File: src/rtl/adder4b_seq_ctrl_pkg.sv
// -----------------------------------------------------------------------------
// adder4b_seq_ctrl_pkg
// Shared definitions for the nibble-serial add/subtract sequencer:
//   - state_t   : controller state encoding (IDLE/RUN/DONE; 2'd3 is illegal)
//   - clog2_min1: ceiling log2 clamped to at least 1, used to size the
//                 nibble index counter
// -----------------------------------------------------------------------------
package adder4b_seq_ctrl_pkg;

    typedef enum logic [1:0] {
        IDLE = 2'd0,
        RUN  = 2'd1,
        DONE = 2'd2
    } state_t;

    // Ceiling log2, never smaller than 1 so a single-nibble build still gets
    // a legal one-bit counter.
    function automatic int clog2_min1(input int n);
        int r;
        r = 0;
        while ((1 << r) < n) begin
            r++;
        end
        return (r < 1) ? 1 : r;
    endfunction

endpackage

File: src/rtl/adder4b.sv
// -----------------------------------------------------------------------------
// adder4b
// Purely combinational 4-bit ripple-carry adder slice.
// Ports:
//   s    out 4  sum nibble
//   c4   out 1  carry out of bit 3
//   a    in  4  operand A nibble
//   b    in  4  operand B nibble
//   c_in in  1  carry in to bit 0
// -----------------------------------------------------------------------------
module adder4b (
    output logic [3:0] s,
    output logic       c4,
    input  logic [3:0] a,
    input  logic [3:0] b,
    input  logic       c_in
);

    logic [4:0] cy;

    always_comb begin
        // NOTE: every combinational output gets a value on every path, so no
        // latch can be inferred.
        cy    = '0;
        s     = '0;
        cy[0] = c_in;
        for (int i = 0; i < 4; i++) begin
            s[i]      = a[i] ^ b[i] ^ cy[i];
            cy[i + 1] = (a[i] & b[i]) | (cy[i] & (a[i] ^ b[i]));
        end
        c4 = cy[4];
    end

endmodule

File: src/rtl/adder4b_seq_ctrl.sv
// -----------------------------------------------------------------------------
// adder4b_seq_ctrl
// Computes a WIDTH-bit add or subtract by time-sharing one adder4b slice,
// one nibble per clock, LSB nibble first, with the carry registered between
// nibbles. Valid/ready handshake on request and result sides.
// Ports:
//   clk        in  1      rising-edge clock
//   rst        in  1      synchronous active-high reset
//   in_valid   in  1      operation request
//   in_ready   out 1      controller can accept a request (IDLE)
//   a, b       in  WIDTH  operands
//   c_in       in  1      carry-in (add mode only)
//   sub        in  1      0: a+b+c_in, 1: a-b
//   out_valid  out 1      result available (DONE)
//   out_ready  in  1      consumer accepts result
//   sum        out WIDTH  result, modulo 2^WIDTH
//   c_out      out 1      carry out of the MSB nibble (sub: 1 = no borrow)
//   ovf        out 1      two's-complement overflow
//   busy       out 1      high in RUN or DONE
// -----------------------------------------------------------------------------
module adder4b_seq_ctrl
    import adder4b_seq_ctrl_pkg::*;
#(
    parameter int WIDTH = 16
) (
    input  logic             clk,
    input  logic             rst,
    input  logic             in_valid,
    output logic             in_ready,
    input  logic [WIDTH-1:0] a,
    input  logic [WIDTH-1:0] b,
    input  logic             c_in,
    input  logic             sub,
    output logic             out_valid,
    input  logic             out_ready,
    output logic [WIDTH-1:0] sum,
    output logic             c_out,
    output logic             ovf,
    output logic             busy
);

    localparam int NIB   = WIDTH / 4;
    localparam int IDX_W = clog2_min1(NIB);

    state_t             state_q;
    state_t             state_d;
    logic [WIDTH-1:0]   a_reg;
    logic [WIDTH-1:0]   b_reg;
    logic               carry;
    logic [IDX_W-1:0]   idx;
    logic [3:0]         a_nib;
    logic [3:0]         b_nib;
    logic [3:0]         s_nib;
    logic               c4;
    logic               last_nib;

    // Current nibble of the held operands; idx*4 is formed by concatenation.
    assign a_nib    = a_reg[{idx, 2'b00} +: 4];
    assign b_nib    = b_reg[{idx, 2'b00} +: 4];
    assign last_nib = (idx == IDX_W'(NIB - 1));

    adder4b u_adder (
        .s    (s_nib),
        .c4   (c4),
        .a    (a_nib),
        .b    (b_nib),
        .c_in (carry)
    );

    // State register.
    always_ff @(posedge clk) begin
        // NOTE: sequential state uses non-blocking assignments so every
        // register samples pre-edge values regardless of statement order.
        if (rst) begin
            state_q <= IDLE;
        end else begin
            state_q <= state_d;
        end
    end

    // Next-state logic; the unused encoding falls back to IDLE.
    always_comb begin
        state_d = IDLE;
        case (state_q)
            IDLE:    state_d = in_valid ? RUN : IDLE;
            RUN:     state_d = last_nib ? DONE : RUN;
            DONE:    state_d = out_ready ? IDLE : DONE;
            default: state_d = IDLE;
        endcase
    end

    // Handshake/status outputs decoded from the state.
    always_comb begin
        in_ready  = (state_q == IDLE);
        out_valid = (state_q == DONE);
        busy      = (state_q == RUN) || (state_q == DONE);
    end

    // Datapath: operand capture, nibble accumulation and result flags.
    always_ff @(posedge clk) begin
        if (rst) begin
            a_reg <= '0;
            b_reg <= '0;
            carry <= 1'b0;
            idx   <= '0;
            sum   <= '0;
            c_out <= 1'b0;
            ovf   <= 1'b0;
        end else begin
            case (state_q)
                IDLE: begin
                    if (in_valid) begin
                        // Subtraction is a + ~b + 1: invert B and force carry-in.
                        a_reg <= a;
                        b_reg <= sub ? ~b : b;
                        carry <= sub ? 1'b1 : c_in;
                        idx   <= '0;
                        sum   <= '0;
                    end
                end
                RUN: begin
                    sum[{idx, 2'b00} +: 4] <= s_nib;
                    carry                  <= c4;
                    if (last_nib) begin
                        c_out <= c4;
                        // b_reg already holds the inverted operand in sub mode,
                        // so one overflow rule covers both operations.
                        ovf   <= (a_reg[WIDTH-1] == b_reg[WIDTH-1]) &&
                                 (s_nib[3] != a_reg[WIDTH-1]);
                        idx   <= '0;
                    end else begin
                        idx   <= idx + IDX_W'(1);
                    end
                end
                default: ;
            endcase
        end
    end

endmodule

File: config.mk
export PLATFORM = sky130hd
export DESIGN_NAME = adder4b_seq_ctrl
export DESIGN_NICKNAME = d
export VERILOG_FILES = /design/src/rtl/adder4b_seq_ctrl_pkg.sv /design/src/rtl/adder4b.sv /design/src/rtl/adder4b_seq_ctrl.sv
export SDC_FILE = /design/constraint.sdc
export NUM_CORES = 1
export LEC_CHECK = 0
export BUFFER_PORTS_ARGS = -buffer_cell sky130_fd_sc_hd__buf_2
export CORE_UTILIZATION = 32
export CTS_CLUSTER_SIZE = 14
export DETAILED_ROUTE_END_ITERATION = 10
export PLACE_DENSITY = 0.64
export RECOVER_POWER = 25
export SKIP_LAST_GASP = 1
export SLEW_MARGIN = 10
export SYNTH_ARGS = -nofsm -noshare
export SYNTH_HDL_FRONTEND = slang
export SYNTH_SLANG_ARGS = --single-unit
File: constraint.sdc
create_clock -name clk -period 2.82 [get_ports clk]
set_input_delay 0.564 -clock clk [delete_from_list [all_inputs] [get_ports clk]]
set_output_delay 0.564 -clock clk [all_outputs]
set_load 0.03 [all_outputs]
==> impl_metrics.csv, run 1 <==
group,metric,value,unit
status,status,"finished with violations",
status,violations,"setup timing",
logic_synthesis,syn_inst,301,
logic_synthesis,synth-seq-area-share,39.8,%
timing,period_needed,2.87,ns
power,ir_drop,0.000220,V
routing,drt_iter0_drc,89,
logic_synthesis,syn_area_per_cell,9.18,sq um
timing,fin_ws,-0.0531,ns
floorplanning,dieArea,0.00901,sq mm
placement,gp_congestion,0.817,
critical_path,worstPathMaxFanout,5,
power,p_seq_share,52.0,%
layout,stdcell_area,0.00324,sq mm
routing,wl_per_cell,13.6,microns
routing,drc_errors,0,
logic_synthesis,synth_top_cell_by_area,"dfxtp_1",
timing,fin_crit_sh,102,%
logic_synthesis,yosysWarnings,0,
power,p_int,1.15,mW
timing,worstMarginPinSlew,0.692,ns
logic_synthesis,synth_cell_types,36,
layout,nNetsFinal,404,
logic_synthesis,syn_area,0.00276,sq mm
clocking,cts_htree_levels,2,
routing,dr_total_vias,2266,
critical_path,worstReg2RegStart,"idx[0]",
timing,relSlewSlack,53.9,%
logic_synthesis,ys_ff_latch,55,
clocking,cts_hold_buffers,0,
routing,avgViaCountPerCell,4.93,
floorplanning,fp.dieH,94.9,microns
timing,max_freq,348,MHz
global_routing,grt-ovfl-total,0,
layout,antenna_cells,0,
placement,hpwl,4700,microns
flow_run,maxCapViolCount,0,
clocking,clock-root-buffer,"clkbuf_8",
critical_path,worstSetupPathType,"reg2reg",
critical_path,crit_start,"idx[0]",
power,power_switching,474,uW
logic_synthesis,synth_top_cells_by_area,"dfxtp_1 40%, mux4_2 6.5%, a21oi_1 5.6%",
critical_path,slowest_delay,0.57,ns
floorplanning,initial_core_util,33.3,%
timing,rsz0062_at_grt,"true",
clocking,cts_sinks,55,
timing,timing.final.max_slew_violations,0,
critical_path,cp_slowest_cell,"fa_2",
placement,portBuffers,58,
worst_hold_path,hold_class,"reg2reg",
floorplanning,io_pins,59,
critical_path,crit_path_end_kind,"flop",
placement,place_area,0.00312,sq mm
floorplanning,coreArea,0.00830,sq mm
layout,multi_input_area,0.00151,sq mm
routing,firstDrtPassIters,4,
logic_synthesis,synth_ff_type,"dfxtp_1",
global_routing,grt_max_degree,49,
global_routing,track_usage,14.9,%
routing,wirelength,6250,microns
critical_path,crit_required,3.00,ns
timing,finalHoldViolations,0,
floorplanning,fp.dieW,94.9,microns
logic_synthesis,synth_top_area_share,39.8,%
power,p_clk_share,27.6,%
layout,drive_gt1_share,23.4,%
global_routing,antenna_found_initial,0,
global_routing,grt_pass1_vias,2218,
critical_path,cp_cell_sequence,"mux4_2 > inv_2 > fa_2 > inv_2 > fa_2 > inv_2 > fa_2 > inv_2 > fa_2 > nor2b_1 > a221oi_2 > nor3_1",
floorplanning,rows,33,
critical_path,cp.arrival,3.05,ns
layout,fillers,854,
timing,clock_skew,0.00790,ns
logic_synthesis,ys_async_sr_fraction,0,%
layout,seq_area,0.00110,sq mm
timing,setup_viol,5,
clocking,clk_latency,0.32,ns
worst_hold_path,holdCritStartpoint,"a_reg[10]",
power,power_density,500,mW/mm^2
clocking,numCtsBuffers,5,
power,total_power,1.62,mW
power,p_sw_share,29.3,%
power,p_leak,1.24,nW
critical_path,cp-start-kind,"flop",
clocking,cts.path.max_buffers,2,
power,combPwrFrac,20.3,%
global_routing,grt_pass1_wl,10400,microns
timing,whs,0.462,ns
routing,ant_nets,0,
logic_synthesis,synth_edf_count,0,
clocking,cts.clk_slew.worst_paths,0.10,ns
layout,syn_to_final_growth,17.2,%
clocking,cts_tree,"done",
logic_synthesis,synth_fp_nets,351,
-- worst paths after layout --
kind / to / slack, ns / cells past startpoint
worst max-delay path: ovf / -0.05 / 12
worst min-delay path: a_reg[10] / 0.46 / 2
worst max register to register: ovf / -0.05 / 12
worst min register to register: a_reg[10] / 0.46 / 2
-- power by group through the flow --
| stage | logic (mW) | registers [mW] | clock network [mW] |
|---|---|---|---|
| after floorplan | 0.227 | 0.855 | 0 |
| after global placement | 0.303 | 0.860 | 0 |
| after detailed placement | 0.309 | 0.861 | 0 |
| after CTS | 0.318 | 0.842 | 0.460 |
| after global routing | 0.366 | 0.848 | 0.490 |
| final | 0.329 | 0.842 | 0.447 |
-- cell usage after synthesis, drive strengths merged (5+ instances only) --
master,n
nor2,22
nand2b,9
nand4,10
xnor2,16
o21ai,12
and3b,6
a21oi,31
clkbuf,9
mux4,8
ha,8
buf,14
inv,12
dfxtp,55
mux2i,5
nand2,36
a211oi,18
-- layer usage --
layer / vias to the layer above / track usage [%] / part of all wire [%]
met5: - / 0 / 0
met2: 55 / 25.7 / 48
met3: 7 / 2.58 / 4.2
met1: 1049 / 18.8 / 47
met4: 0 / 4.92 / 1.4
li1: 1155 / - / -
-- metrics by stage --
step / worst slack, ns / std cells / TNS [ns] / util [%]
6_report: -0.0531 / 460 / -0.193 / 39.0
5_1_grt: -0.193 / 460 / -0.838 / 39.0
4_1_cts: -0.0860 / 458 / -0.127 / 38.9
3_5_place_dp: -0.220 / 449 / -0.518 / 37.6
3_3_place_gp: -0.133 / 449 / -0.283 / 37.6
2_1_floorplan: -0.113 / 301 / -0.215 / -
-- placed cells by master (no fill, tap or decap), drive strengths merged --
cell type / netlist / routed
a221oi: 1 / 1
clkinv: 0 / 2
o21ai: 12 / 12
nand2: 36 / 36
and2: 2 / 2
mux4: 8 / 8
buf: 14 / 52
xnor2: 16 / 16
and3: 2 / 2
ha: 8 / 8
inv: 12 / 13
mux2: 1 / 1
clkbuf: 9 / 22
o211a: 1 / 1
dfxtp: 55 / 55
a32oi: 2 / 2
nand4b: 4 / 4
or2b: 1 / 1
a211oi: 18 / 18
a21oi: 31 / 31
or4: 1 / 1
nor3: 1 / 1
and4bb: 1 / 1
and3b: 6 / 6
mux2i: 5 / 5
nand3: 3 / 3
nor2: 22 / 22
nor2b: 4 / 4
nor3b: 2 / 2
fa: 4 / 4
nand2b: 9 / 9
nand4: 10 / 10
-- logic make-up (layout without fill, tap and decap cells) --
logic type                 Yosys count  after routing  synth area share, %
and+or+nand+nor                    104            104                 19.5
muxes                               14             14                 8.87
AOI/OAI and AO/OA                   65             65                 14.0
buffers and inverters               35             89                 6.20
adders and majority gates           12             12                 6.52
xor gates and xnor gates            16             16                 5.07
DFF                                 55             55                 39.8
-- worst max-delay path: cells and delay by family, from the launching register on --
family	cells	cell delay, ns
buffers and inverters	4	0.22
flip-flops	1	0.39
AO/OA/AOI/OAI	1	0.23
multiplexers	1	0.51
AND/OR/NAND/NOR	2	0.13
adder cells (fa/ha/maj)	4	1.27
-- final cells by class --
| class | count | share of cell area [%] |
|---|---|---|
| Multi-Input combinational cell | 211 | 46.7 |
| Timing Repair Buffer | 69 | 11.0 |
| Clock buffer | 5 | 2.12 |
| Clock inverter | 3 | 0.695 |
| Sequential cell | 55 | 34.1 |
| Tap cell | 105 | 4.05 |
| Inverter | 12 | 1.39 |
-- repair_timing --
item / 4_1_cts / 5_1_grt
endpoints found under the setup margin: 5 / 5
setup buffers: 1 / 2
resized for setup: 6 / 6
cloned: 0 / 0
pin swaps: 3 / 4
(Power assumes the default switching activity.)
==> run 2, diff against run 1 <==
GPL_ROUTABILITY_DRIVEN = 0   (was not set)
SETUP_SLACK_MARGIN = 0.3   (was not set)
==> impl_metrics.csv, run 2 (synthesis results as in run 1) <==
group,metric,value,unit
routing,dr_total_vias,2205,
placement,place_area,0.00313,sq mm
clocking,numCtsBuffers,5,
layout,final_common_cell,"dfxtp_1",
critical_path,crit_path_end_kind,"flop",
power,p_sw_share,27.2,%
routing,ant_nets,0,
placement,hpwl,4290,microns
floorplanning,rows,33,
flow_run,maxCapViolCount,0,
timing,timing.final.max_slew_violations,0,
floorplanning,initial_core_util,33.3,%
power,combPwrFrac,20.7,%
clocking,cts_tree,"done",
clocking,clk_latency,0.29,ns
power,ir_drop,0.000213,V
power,power_switching,423,uW
clocking,cts.clk_slew.worst_paths,0.09,ns
critical_path,worstPathMaxFanout,4,
timing,fin_crit_sh,104,%
timing,max_freq,342,MHz
layout,fin_util,38.7,%
power,p_leak,1.22,nW
floorplanning,io_pins,59,
global_routing,track_usage,13.3,%
placement,placed_cells,449,
timing,clock_skew,0.0108,ns
global_routing,grt_pass1_vias,2067,
layout,drive_gt1_share,21.7,%
power,p_clk_share,25.2,%
routing,wl_per_cell,12.7,microns
routing,drc_errors,0,
clocking,cts.path.max_buffers,2,
clocking,cts_sinks,55,
worst_hold_path,hold_class,"reg2reg",
layout,antenna_cells,0,
layout,stdcell_area,0.00321,sq mm
timing,setup_viol,3,
status,violations,"setup timing",
routing,wirelength,5790,microns
critical_path,cp.arrival,3.08,ns
critical_path,crit_required,2.97,ns
routing,avgViaCountPerCell,4.84,
routing,firstDrtPassIters,4,
timing,relSlewSlack,43.1,%
layout,nNetsFinal,402,
clocking,cts_hold_buffers,0,
floorplanning,fp.dieH,94.9,microns
clocking,cts_htree_levels,2,
timing,fin_ws,-0.104,ns
layout,mostFrequentLayoutCells,"54 x dfxtp_1, 41 x buf_2, 35 x nand2_1",
critical_path,cp-start-kind,"flop",
timing,whs,0.454,ns
timing,finalHoldViolations,0,
power,p_seq_share,54.1,%
global_routing,antenna_found_initial,0,
placement,portBuffers,58,
global_routing,grt_pass1_wl,9430,microns
floorplanning,fp.dieW,94.9,microns
critical_path,worstSetupPathType,"reg2reg",
timing,rsz0062_at_grt,"true",
global_routing,grt-ovfl-total,0,
power,power_density,484,mW/mm^2
layout,syn_to_final_growth,16.1,%
status,status,"finished with violations",
timing,period_needed,2.92,ns
layout,layout.cells.non_filler,456,
timing,worstMarginPinSlew,0.853,ns
critical_path,ff2ff_setup_slack,-0.10,ns
global_routing,grt_max_degree,49,
power,p_int,1.13,mW
floorplanning,dieArea,0.00901,sq mm
clocking,clock-root-buffer,"clkbuf_8",
routing,drt_iter0_drc,94,
power,total_power,1.55,mW
floorplanning,coreArea,0.00830,sq mm
[run 2: cell types whose count changed in the layout (fill, tap and decap cells not counted)]
cell,previous run,this run
inv_2,5,4
a221oi_2,1,0
buf_12,0,1
buf_6,1,0
clkinv_4,1,0
a221oi_1,0,1
buf_4,10,8
inv_6,1,0
inv_1,7,8
clkbuf_1,17,18
clkinv_2,1,0
[run 2: layout make-up]
class	instances	area (sq um)
fill	861	5090
clock buffer	6	72.6
multi-input combinational	211	1510
sequential	55	1100
inverter	12	45.0
tap	105	131
timing repair buffer	67	349
[run 2: final timing paths]
path / from / endpoint / depth (start not counted)
setup / recovery: idx[0] / ovf / 12
setup reg to reg: idx[0] / ovf / 12
hold reg to reg: a_reg[8] / a_reg[8] / 2
hold / removal: a_reg[8] / a_reg[8] / 2
[run 2: critical path, stage by stage, from the launching register on]
cell      delay (ns)
dfxtp_4         0.38
mux4_2          0.50
inv_2           0.08
fa_2            0.19
inv_2           0.04
fa_2            0.32
inv_2           0.06
fa_2            0.18
inv_2           0.03
fa_2            0.58
nor2b_1         0.06
a221oi_1        0.29
nor3_1          0.08
[run 2: what timing repair did]
item,4_1_cts,5_1_grt
pin swaps,5,1
setup endpoints to repair,7,11
buffers inserted,1,0
resized for setup,1,4
[run 2: routing by layer]
metal | track usage, % | up-vias | share of wire, %
li1 | - | 1147 | -
met1 | 17.4 | 1002 | 48
met2 | 22.7 | 52 | 47
met3 | 2.50 | 4 | 4.6
met4 | 3.03 | 0 | 0.76
met5 | 0 | - | 0
[run 2: stage by stage]
stage | setup TNS (ns) | worst slack, ns
floorplan | -0.149 | -0.0909
detailed placement | -0.213 | -0.135
finish | -0.259 | -0.104
CTS | -0.224 | -0.0947
global placement | -0.113 | -0.0810
global route | -0.745 | -0.217
[run 2: power by group through the flow]
stage          Clock (mW)  Combinational (mW)  Sequential (mW)
2_1_floorplan           0               0.230            0.855
3_3_place_gp            0               0.303            0.858
3_5_place_dp            0               0.309            0.859
4_1_cts             0.411               0.324            0.841
5_1_grt             0.442               0.357            0.846
6_report            0.392               0.321            0.841
